<file path="src/rtl/ptn_gen_multi_pkg.sv">
// Shared mode encodings and colour masks for the multi-mode VGA pattern generator.
package ptn_gen_multi_pkg;

    typedef enum logic [2:0] {
        PTN_BARS  = 3'd0,
        PTN_GRAD  = 3'd1,
        PTN_CHECK = 3'd2,
        PTN_GRID  = 3'd3,
        PTN_BOX   = 3'd4
    } ptn_mode_e;

    // One bit per channel; expanded to full CW-bit saturation at the output.
    typedef struct packed {
        logic r;
        logic g;
        logic b;
    } rgb_mask_t;

    localparam rgb_mask_t RGB_BLACK = '{r: 1'b0, g: 1'b0, b: 1'b0};
    localparam rgb_mask_t RGB_WHITE = '{r: 1'b1, g: 1'b1, b: 1'b1};
    localparam rgb_mask_t RGB_RED   = '{r: 1'b1, g: 1'b0, b: 1'b0};
    localparam rgb_mask_t RGB_BLUE  = '{r: 1'b0, g: 1'b0, b: 1'b1};

    // Bar order white, yellow, cyan, green, magenta, red, blue, black
    // falls out of inverting individual index bits.
    function automatic rgb_mask_t bar_colour(input logic [2:0] idx);
        return '{r: ~idx[1], g: ~idx[2], b: ~idx[0]};
    endfunction

    function automatic logic mode_legal(input logic [2:0] m);
        return m <= 3'(PTN_BOX);
    endfunction

endpackage

</file>
<file path="src/rtl/ptn_gen_multi_box.sv">
// Bouncing-box position: steps each axis once per frame_tick, clamping and
// reversing at 0 and at the axis limit.
module ptn_box_mover #(
    parameter int CNT_W    = 10,
    parameter int H_LIMIT  = 608,
    parameter int V_LIMIT  = 448,
    parameter int BOX_STEP = 2
) (
    input  logic             pck,
    input  logic             rst,
    input  logic             frame_tick,
    output logic [CNT_W-1:0] box_x,
    output logic [CNT_W-1:0] box_y
);

    localparam logic [CNT_W-1:0] XL   = CNT_W'(H_LIMIT);
    localparam logic [CNT_W-1:0] YL   = CNT_W'(V_LIMIT);
    localparam logic [CNT_W-1:0] STEP = CNT_W'(BOX_STEP);

    logic dir_x;  // 1 = increasing
    logic dir_y;

    always_ff @(posedge pck) begin
        if (rst) begin
            box_x <= '0;
            box_y <= '0;
            dir_x <= 1'b1;
            dir_y <= 1'b1;
        end else if (frame_tick) begin
            if (dir_x) begin
                if (box_x > XL - STEP) begin
                    box_x <= XL;
                    dir_x <= 1'b0;
                end else begin
                    box_x <= box_x + STEP;
                end
            end else if (box_x < STEP) begin
                box_x <= '0;
                dir_x <= 1'b1;
            end else begin
                box_x <= box_x - STEP;
            end

            if (dir_y) begin
                if (box_y > YL - STEP) begin
                    box_y <= YL;
                    dir_y <= 1'b0;
                end else begin
                    box_y <= box_y + STEP;
                end
            end else if (box_y < STEP) begin
                box_y <= '0;
                dir_y <= 1'b1;
            end else begin
                box_y <= box_y - STEP;
            end
        end
    end

endmodule

</file>
<file path="src/rtl/ptn_gen_multi.sv">
// Multi-mode VGA pattern generator, 2-PCK pipeline from syncgen timing to pins.
// Optional crosshair overlay enabled by defining PTN_CURSOR_EN.
module ptn_gen_multi
    import ptn_gen_multi_pkg::*;
#(
    parameter int H_ACTIVE = 640,
    parameter int V_ACTIVE = 480,
    parameter int CNT_W    = 10,
    parameter int CW       = 8,
    parameter int CHK_LOG2 = 5,
    parameter int BOX_SIZE = 32,
    parameter int BOX_STEP = 2
) (
    input  logic             PCK,
    input  logic             RST,
    input  logic [CNT_W-1:0] HCNT,
    input  logic [CNT_W-1:0] VCNT,
    input  logic             DE_IN,
    input  logic             HSYNC_IN,
    input  logic             VSYNC_IN,
    input  logic [2:0]       MODE,
    input  logic             MODE_VLD,
`ifdef PTN_CURSOR_EN
    input  logic [CNT_W-1:0] CUR_X,
    input  logic [CNT_W-1:0] CUR_Y,
`endif
    output logic [CW-1:0]    VGA_R,
    output logic [CW-1:0]    VGA_G,
    output logic [CW-1:0]    VGA_B,
    output logic             DE_OUT,
    output logic             HSYNC_OUT,
    output logic             VSYNC_OUT,
    output logic [2:0]       MODE_ACT,
    output logic [15:0]      FRAME_CNT
);

    localparam int unsigned      BAR_W   = H_ACTIVE / 8;
    localparam logic [CNT_W:0]   BOX_EXT = (CNT_W+1)'(BOX_SIZE);

    logic [CNT_W-1:0] h_q, v_q, box_x, box_y;
    logic             de_q, hs_q, vs_q;
    logic             frame_tick, mode_ok, in_box, cursor_hit;
    ptn_mode_e        pending, mode_act;
    logic [2:0]       bar_idx;
    rgb_mask_t        mask;
    logic [CW-1:0]    px_r, px_g, px_b;

    assign frame_tick = (HCNT == '0) && (VCNT == CNT_W'(V_ACTIVE));
    assign mode_ok    = MODE_VLD && mode_legal(MODE);
    assign MODE_ACT   = mode_act;

    ptn_box_mover #(
        .CNT_W   (CNT_W),
        .H_LIMIT (H_ACTIVE - BOX_SIZE),
        .V_LIMIT (V_ACTIVE - BOX_SIZE),
        .BOX_STEP(BOX_STEP)
    ) u_box (
        .pck       (PCK),
        .rst       (RST),
        .frame_tick(frame_tick),
        .box_x     (box_x),
        .box_y     (box_y)
    );

`ifdef PTN_CURSOR_EN
    logic [CNT_W-1:0] cur_x_q, cur_y_q;

    // Cursor parked off-screen until the first frame boundary.
    always_ff @(posedge PCK) begin
        if (RST) begin
            cur_x_q <= '1;
            cur_y_q <= '1;
        end else if (frame_tick) begin
            cur_x_q <= CUR_X;
            cur_y_q <= CUR_Y;
        end
    end
    assign cursor_hit = (h_q == cur_x_q) || (v_q == cur_y_q);
`else
    assign cursor_hit = 1'b0;
`endif

    always_comb begin
        bar_idx = '0;
        for (int unsigned k = 1; k < 8; k++) begin
            if (h_q >= CNT_W'(k * BAR_W)) bar_idx = 3'(k);
        end
    end

    assign in_box = ({1'b0, h_q} >= {1'b0, box_x}) && ({1'b0, h_q} < {1'b0, box_x} + BOX_EXT) &&
                    ({1'b0, v_q} >= {1'b0, box_y}) && ({1'b0, v_q} < {1'b0, box_y} + BOX_EXT);

    always_comb begin
        mask = RGB_BLACK;
        case (mode_act)
            PTN_BARS:  mask = bar_colour(bar_idx);
            PTN_CHECK: mask = (h_q[CHK_LOG2] ^ v_q[CHK_LOG2]) ? RGB_WHITE : RGB_BLACK;
            PTN_GRID:  mask = ((h_q[CHK_LOG2-1:0] == '0) || (v_q[CHK_LOG2-1:0] == '0) ||
                               (h_q == CNT_W'(H_ACTIVE - 1)) || (v_q == CNT_W'(V_ACTIVE - 1)))
                              ? RGB_WHITE : RGB_BLACK;
            PTN_BOX:   mask = in_box ? RGB_RED : RGB_BLUE;
            default:   mask = RGB_BLACK;
        endcase
        if (mode_act == PTN_GRAD) begin
            px_r = h_q[CW-1:0];
            px_g = h_q[CW-1:0];
            px_b = h_q[CW-1:0];
        end else begin
            px_r = {CW{mask.r}};
            px_g = {CW{mask.g}};
            px_b = {CW{mask.b}};
        end
        if (cursor_hit) begin
            px_r = '0;
            px_g = '1;
            px_b = '0;
        end
    end

    always_ff @(posedge PCK) begin
        if (RST) begin
            h_q       <= '0;
            v_q       <= '0;
            de_q      <= 1'b0;
            hs_q      <= 1'b1;
            vs_q      <= 1'b1;
            pending   <= PTN_BARS;
            mode_act  <= PTN_BARS;
            FRAME_CNT <= '0;
            VGA_R     <= '0;
            VGA_G     <= '0;
            VGA_B     <= '0;
            DE_OUT    <= 1'b0;
            HSYNC_OUT <= 1'b1;
            VSYNC_OUT <= 1'b1;
        end else begin
            h_q  <= HCNT;
            v_q  <= VCNT;
            de_q <= DE_IN;
            hs_q <= HSYNC_IN;
            vs_q <= VSYNC_IN;
            if (mode_ok) pending <= ptn_mode_e'(MODE);
            // A request landing on the tick itself bypasses pending.
            if (frame_tick) begin
                mode_act  <= mode_ok ? ptn_mode_e'(MODE) : pending;
                FRAME_CNT <= FRAME_CNT + 16'd1;
            end
            VGA_R     <= de_q ? px_r : '0;
            VGA_G     <= de_q ? px_g : '0;
            VGA_B     <= de_q ? px_b : '0;
            DE_OUT    <= de_q;
            HSYNC_OUT <= hs_q;
            VSYNC_OUT <= vs_q;
        end
    end

endmodule
</file>
<file path="config.mk">
export PLATFORM = sky130hd
export DESIGN_NAME = ptn_gen_multi
export DESIGN_NICKNAME = d
export VERILOG_FILES = /design/src/rtl/ptn_gen_multi_pkg.sv /design/src/rtl/ptn_gen_multi_box.sv /design/src/rtl/ptn_gen_multi.sv
export SDC_FILE = /design/constraint.sdc
export NUM_CORES = 1
export LEC_CHECK = 0
export CAP_MARGIN = 10
export CORE_ASPECT_RATIO = 0.9
export CORE_MARGIN = 5
export CORE_UTILIZATION = 45
export DETAILED_ROUTE_END_ITERATION = 6
export GPL_TIMING_DRIVEN = 0
export PLACE_DENSITY_LB_ADDON = 0.15
export SETUP_SLACK_MARGIN = 0.2
export SLEW_MARGIN = 25
export SYNTH_ARGS = -nofsm -noshare
export SYNTH_HDL_FRONTEND = slang
export SYNTH_HIERARCHICAL = 1
export SYNTH_SLANG_ARGS = --single-unit
</file>
<file path="constraint.sdc">
create_clock -name PCK -period 3.7 [get_ports PCK]
set_clock_uncertainty 0.05 [all_clocks]
set_input_delay 0.925 -clock PCK [delete_from_list [all_inputs] [get_ports PCK]]
set_output_delay 0.925 -clock PCK [all_outputs]
set_load 0.01 [all_outputs]
</file>
== Yosys cells after proc, flatten, opt, wreduce, memory -nomap -nowiden ==
Cells that the tools add are included.

* Latch bits: 0
* Bits in read-only memories: 0
* Memories kept: 0
* Output and inout bits: 46
* Memory bits (writable): 0
* Logic and storage cells: 93
* Register bits: 94
* Bits of input ports: 29

* Magnitude comparators: 16
* Reduce and logical (&&, ||, !) cells: 13
* Bitwise logic cells: 5
* Equality and inequality tests: 7
* Add/sub/neg operators: 7
* Multipliers: 0
* Shift operators: 0
* Multiplexer cells: 27
* Div/mod/pow operators: 0

{| class="wikitable"
|+ Operators by type and width
! cell !! number
|-
| 2-to-1 mux 10 bit || 6
|-
| >= comparator 10 x 9 -> 1 bit (second input constant) || 3
|-
| 2-to-1 mux 3 bit || 10
|-
| 2-to-1 mux 8 bit || 3
|-
| adder 10 x 6 -> 11 bit (second input constant) || 2
|-
| less-than comparator 10 x 11 -> 1 bit || 2
|-
| adder 10 x 2 -> 10 bit (second input constant) || 2
|-
| equality test 10 x 9 -> 1 bit (second input constant) || 2
|-
| >= comparator 10 bit || 2
|-
| >= comparator 10 x 8 -> 1 bit (second input constant) || 2
|-
| less-than comparator 10 x 2 -> 1 bit (second input constant) || 2
|-
| subtractor 10 x 2 -> 10 bit (second input constant) || 2
|-
| adder 16 x 1 -> 16 bit (second input constant) || 1
|-
| one-hot mux 3 bit (4 select lines) || 1
|-
| equality test 10 bit (second input constant) || 1
|-
| >= comparator 10 bit (second input constant) || 1
|-
| >= comparator 10 x 7 -> 1 bit (second input constant) || 1
|-
| greater-than comparator 10 bit (second input constant) || 1
|-
| greater-than comparator 10 x 9 -> 1 bit (second input constant) || 1
|-
| zero test 10 bit || 1
|-
| zero test 5 bit || 2
|-
| 2-to-1 mux 1 bit || 7
|-
| equality test 3 x 2 -> 1 bit (second input constant) || 2
|-
| logical AND 1 bit || 5
|-
| 8 further kinds || 13
|}

== Depth between registers and ports, before layout ==
Gate-level depths: netlist (run 1).

* Depth in word-level cells: 11
* Depth in mapped cells: 9
* Depth with buffers taken out: 9

== By module ==
Netlist (run 1), hierarchy kept.

{| class="wikitable"
|+ Modules (own cells, without submodules)
! module !! cells each !! instances !! area each (um^2) !! seq. area each (um^2)
|-
| ptn_gen_multi || 395 || 1 || 3578.4 || 1441.4
|-
| ptn_box_mover || 216 || 1 || 1619.1 || 400.4
|}

== Worst setup path before layout (run 1) ==
No wires, ideal clock.

* Path kind: input to register
* Start: input HCNT[6]
* End: register u_box.box_y[7]
* Required time: 3572 ps
* Stages on the path: 7
* Arrival time: 2713 ps
* Setup time: 78 ps
* Buffers on the path: 2
* Setup slack: 859 ps
* Path through: nor4b_4 nand3_4 nor2_1 clkbuf_1 buf_1 o311ai_0 a32oi_1

* Word-level cells in the longest chain between the ends: 2

{| class="wikitable"
|+ Ends and longest elaborated chain
! element !! RTL line !! source
|-
| start, declared || ptn_gen_multi.sv:16 || <nowiki>input logic [CNT_W-1:0] HCNT,</nowiki>
|-
| zero test 10 bit || ptn_gen_multi.sv:48 || <nowiki>assign frame_tick = (HCNT == '0) && (VCNT == CNT_W'(V_ACTIVE));</nowiki>
|-
| logical AND 1 bit || ptn_gen_multi.sv:48 ||
|-
| via frame_tick || ptn_gen_multi.sv:42 || <nowiki>logic frame_tick, mode_ok, in_box, cursor_hit;</nowiki>
|-
| end signal, assigned || ptn_gen_multi_box.sv:49 || <nowiki>box_y <= box_y + STEP;</nowiki>
|-
| end signal, assigned || ptn_gen_multi_box.sv:55 || <nowiki>box_y <= box_y - STEP;</nowiki>
|-
| end, declared || ptn_gen_multi_box.sv:13 || <nowiki>output logic [CNT_W-1:0] box_y</nowiki>
|}

The timed path passes the listed nets, and every way through them passes these cells.
A chain may end at the register's enable or synchronous reset.

== Worst setup path in the final report (run 1) ==
* Start: input HCNT[1]
* End: register u_box.dir_x

* Word-level cells in the longest chain between the ends: 2

{| class="wikitable"
|+ Ends and longest elaborated chain
! element !! RTL line !! source
|-
| zero test 10 bit || ptn_gen_multi.sv:48 ||
|-
| logical AND 1 bit || ptn_gen_multi.sv:48 ||
|-
| via frame_tick || ptn_gen_multi.sv:42 ||
|-
| end signal, assigned || ptn_gen_multi_box.sv:27 || <nowiki>dir_x <= 1'b1;</nowiki>
|-
| end signal, assigned || ptn_gen_multi_box.sv:33 || <nowiki>dir_x <= 1'b0;</nowiki>
|-
| end signal, assigned || ptn_gen_multi_box.sv:39 || <nowiki>dir_x <= 1'b1;</nowiki>
|-
| end, declared || ptn_gen_multi_box.sv:20 || <nowiki>logic dir_x;</nowiki>
|}

The timed path passes the listed nets, and every way through them passes these cells.

==> results of run 1 <==
==> cell families (layout without fill, tap and decap cells) <==
kind of cell             Yosys count  in the layout  synth area share, %
AND/OR/NAND/NOR                  231            231                 26.0
AO/OA/AOI/OAI                    148            148                 18.8
flip-flops                        92             92                 35.4
buffers and inverters             73            163                 5.71
adder cells (fa/ha/maj)           37             37                 8.91
XOR/XNOR                          26             26                 4.38
multiplexers                       3              3                0.650
other                              1              2               0.0722
==> synthesized netlist by cell type (all sizes together), types with 2 or more instances <==
cell / number / area (µm²)
a32oi: 2 / 17.5
nor3b: 4 / 30.0
and4: 4 / 35.0
nand2: 34 / 128
ha: 37 / 463
a41o: 2 / 20.0
a21oi: 42 / 221
xnor2: 18 / 158
o21ai: 26 / 130
o211a: 2 / 20.0
or4b: 2 / 20.0
mux2: 3 / 33.8
or3: 3 / 18.8
a41oi: 2 / 17.5
a31o: 3 / 26.3
o2111ai: 2 / 17.5
nand4: 12 / 75.1
nor4b: 2 / 32.5
nand3b: 2 / 15.0
buf: 11 / 63.8
or4: 5 / 48.8
a31oi: 18 / 119
a21boi: 4 / 30.0
nor2: 39 / 146
o31ai: 2 / 15.0
nand2b: 8 / 50.1
o31a: 2 / 17.5
and3: 7 / 43.8
nor3: 22 / 130
a211oi: 5 / 37.5
dfxtp: 92 / 1840
xor2: 8 / 70.1
clkbuf: 22 / 82.6
o21a: 2 / 15.0
and4b: 3 / 30.0
inv: 40 / 150
o211ai: 4 / 30.0
and2: 2 / 12.5
a311oi: 7 / 61.3
or2: 5 / 31.3
a21o: 13 / 97.6
nor4: 12 / 118
nand3: 32 / 173
nor2b: 29 / 181
nand4b: 3 / 26.3
==> power groups by stage <==
stage,Sequential (mW),Combinational (mW),Clock [mW]
5_1_grt,1.04,0.225,1.09
4_1_cts,1.04,0.201,1.04
6_report,1.04,0.201,1.02
3_3_place_gp,1.06,0.195,0
2_1_floorplan,1.06,0.109,0
3_5_place_dp,1.06,0.200,0
==> sequential cells by signal (all words and copies together) (netlist names) <==
name	flops
DE_OUT	1
FRAME_CNT	16
HSYNC_OUT	1
MODE_ACT	3
VGA_B	8
VGA_G	8
VGA_R	8
VSYNC_OUT	1
de_q	1
h_q	10
hs_q	1
pending	3
u_box/box_x	9
u_box/box_y	9
u_box/dir_x	1
u_box/dir_y	1
v_q	10
vs_q	1
==> path summary, 6_finish.rpt <==
kind                                     start          end  slack, ns  cells after the start
worst min register to register            vs_q    VSYNC_OUT       0.36                      1
worst max-delay path                   HCNT[1]  u_box/dir_x       0.38                      9
worst max register to register  u_box/box_x[2]     VGA_R[2]       1.09                      8
worst min-delay path                      vs_q    VSYNC_OUT       0.36                      1
==> what timing repair did <==
| item | 4_1_cts | 5_1_grt |
|---|---|---|
| setup endpoints to repair | 18 | 14 |
| resized for setup | 2 | 3 |
| endpoints found under the hold margin | 0 | 0 |
==> routing by layer <==
layer | GRT usage (%) | vias up
met5 | 0 | -
met4 | 6.27 | 0
met3 | 5.18 | 24
met2 | 31.0 | 142
met1 | 26.5 | 2254
li1 | - | 2386
==> area by class of cell <==
| class | instances | area [µm²] |
|---|---|---|
| Clock buffer | 9 | 225 |
| Clock inverter | 7 | 105 |
| Sequential cell | 92 | 1840 |
| Buffer | 33 | 149 |
| Inverter | 40 | 150 |
| Tap cell | 156 | 195 |
| Fill cell | 1079 | 4910 |
| Timing Repair Buffer | 74 | 741 |
| Multi-Input combinational cell | 447 | 3070 |
==> worst register-to-register path, cell delays in order (launching register included) <==
cell,delay (ns)
dfxtp_1,0.53
inv_1,0.10
ha_1,0.32
a21oi_1,0.15
a211oi_1,0.10
or4_1,0.40
a32oi_1,0.24
nand4_1,0.34
a31oi_1,0.30
==> metrics by stage <==
stage	cells	area, µm²
final	858	6480
after detailed placement	842	6140
after CTS	858	6470
after global routing	858	6480
after global placement	842	6140
after floorplan	612	5200
==> impl_metrics.csv, run 1 <==
group,metric,value,unit
outcome,status,"finished, final reports clean",
detailed_routing,avgViaCountPerCell,5.60,
critical_path,crit_chain,"clkdlybuf4s50_1 > nor4_1 > nand2_1 > nor2_4 > clkbuf_1 > clkbuf_2 > nand3_1 > nor2_1 > o21ai_0",
sta,timing.slew.headroom,47.8,%
sta,fin_hold_ws,0.363,ns
sta,slew_violations,0,
placement,place_congestion,0.900,
cts,cts_made_buffers,9,
critical_path,cpLargestDelayFamily,"buffers and inverters",
power_and_ir_drop,p_sw_share,23.7,%
floorplanning,die_y,112,µm
cts,clk-insertion-delay-late,0.35,ns
final_layout,final_nets,763,
detailed_routing,wl_per_cell,15.5,µm
synth,synth-main-ff-cell,"dfxtp_1",
detailed_routing,wirelength,13300,µm
cts,cts_root_buf,"clkbuf_16",
detailed_routing,top_layer_used,"met4",
critical_path,slowest_stage,"clkbuf_1",
power_and_ir_drop,powerDensity,349,nW/µm²
detailed_routing,drc,0,
sta,worstMarginPinSlew,0.782,ns
synth,async_reset_ff_share,0,%
power_and_ir_drop,intPower,1.72,mW
final_layout,final_common_cell,"dfxtp_1",
detailed_routing,wl_met2,6130,µm
critical_path,worst-path-max-fanout,13,
sta,setup_viol,0,
critical_path,worst_setup_path_start_kind,"primary input",
critical_path,slowest_delay,0.45,ns
sta,setup_ws,0.385,ns
floorplanning,die_x,123,µm
detailed_routing,drt-met1-wl,6070,µm
power_and_ir_drop,combPwrFrac,8.9,%
sta,finalSetupTns,0,ns
detailed_routing,wl_met3,828,µm
synth,ys_seq_area_share,35.4,%
sta,fin_crit,3.32,ns
detailed_routing,vias,4806,
power_and_ir_drop,ir_worst_vdd,0.348,mV
synth,synth_area_per_cell,8.51,µm²
final_layout,utilization,56.9,%
sta,hold_violations,0,
power_and_ir_drop,switchingPower,536,µW
critical_path,cp.required,3.86,ns
sta,timing.fmax,302,MHz
floorplanning,core_area,11400,µm²
cts,clk_pin_slew,0.06,ns
power_and_ir_drop,leakage,2.41,nW
cts,cts.htree.levels,3,
detailed_routing,drt_iter0_drc,338,
global_routing,grt.total_usage,19.8,%
sta,period_share,89.6,%
cts,cts.sinks,92,
job,drv_cap,0,
cts,ctsLongestPathBuffers,2,
final_layout,final_cell_mix,"dfxtp_1, clkdlybuf4s50_1, a21oi_1, inv_1, nor2_1",
final_layout,antennaDiodeCount,0,
synth,yosysUniqueCellTypes,71,
critical_path,worst_setup_path_end_kind,"flip-flop",
global_routing,antenna_found_initial,0,
final_layout,drive_gt1_share,7.83,%
placement,pre_cts_slack,-0.622,ns
critical_path,critPathBufInv,3,
detailed_routing,drtPass1Iterations,5,
cts,postCtsHoldBufs,0,
placement,hpwl,9940,µm
global_routing,grt_pass1_wl,22300,µm
power_and_ir_drop,clkPwrFrac,45.3,%
global_routing,gr-total-overflow,0,
synth,synth_edf_count,0,
final_layout,syn2layout_area_growth,24.6,%
placement,port-buffer-count,74,
synth,syn_inst,611,
synth,ys_warn_count,6,
floorplanning,start_util,45.6,%
synth,ys_ff_latch,92,
sta,rsz0062_at_grt,"no",
power_and_ir_drop,pwr-share-seq,45.8,%
critical_path,worstSetupPathType,"primary input to flip-flop",
cts,post_cts_buffers,0,
floorplanning,die-area,13800,µm²
global_routing,grt_pass1_vias,4609,
min_path,hold_path.class,"flip-flop to flip-flop",
cts,cts_tree,"done",
global_routing,grt_max_degree,18,
critical_path,arrival,3.48,ns
power_and_ir_drop,p_total,2.26,mW
floorplanning,rows,37,
detailed_routing,postRouteAntennaNets,0,
floorplanning,num_io_pins,75,
synth,syn-cell-area,5200,µm²
Power figures use the tool's default switching activity.
==> run 2, diff against run 1 <==
--- a/config.mk
+++ b/config.mk
@@ -13,7 +13,7 @@
 export GPL_TIMING_DRIVEN = 0
 export PLACE_DENSITY_LB_ADDON = 0.15
 export SETUP_SLACK_MARGIN = 0.2
-export SLEW_MARGIN = 25
+export SLEW_MARGIN = 20
 export SYNTH_ARGS = -nofsm -noshare
 export SYNTH_HDL_FRONTEND = slang
 export SYNTH_HIERARCHICAL = 1
==> results of run 2 <==
The final DEF is identical to that of run 1; final timing and power are the same.
==> run 3, diff against run 2 <==
--- a/config.mk
+++ b/config.mk
@@ -13,6 +13,7 @@
 export GPL_TIMING_DRIVEN = 0
 export PLACE_DENSITY_LB_ADDON = 0.15
 export SETUP_SLACK_MARGIN = 0.2
+export SKIP_CTS_REPAIR_TIMING = 1
 export SLEW_MARGIN = 20
 export SYNTH_ARGS = -nofsm -noshare
 export SYNTH_HDL_FRONTEND = slang
==> results of run 3 <==
The final DEF is identical to that of run 1; final timing and power are the same.
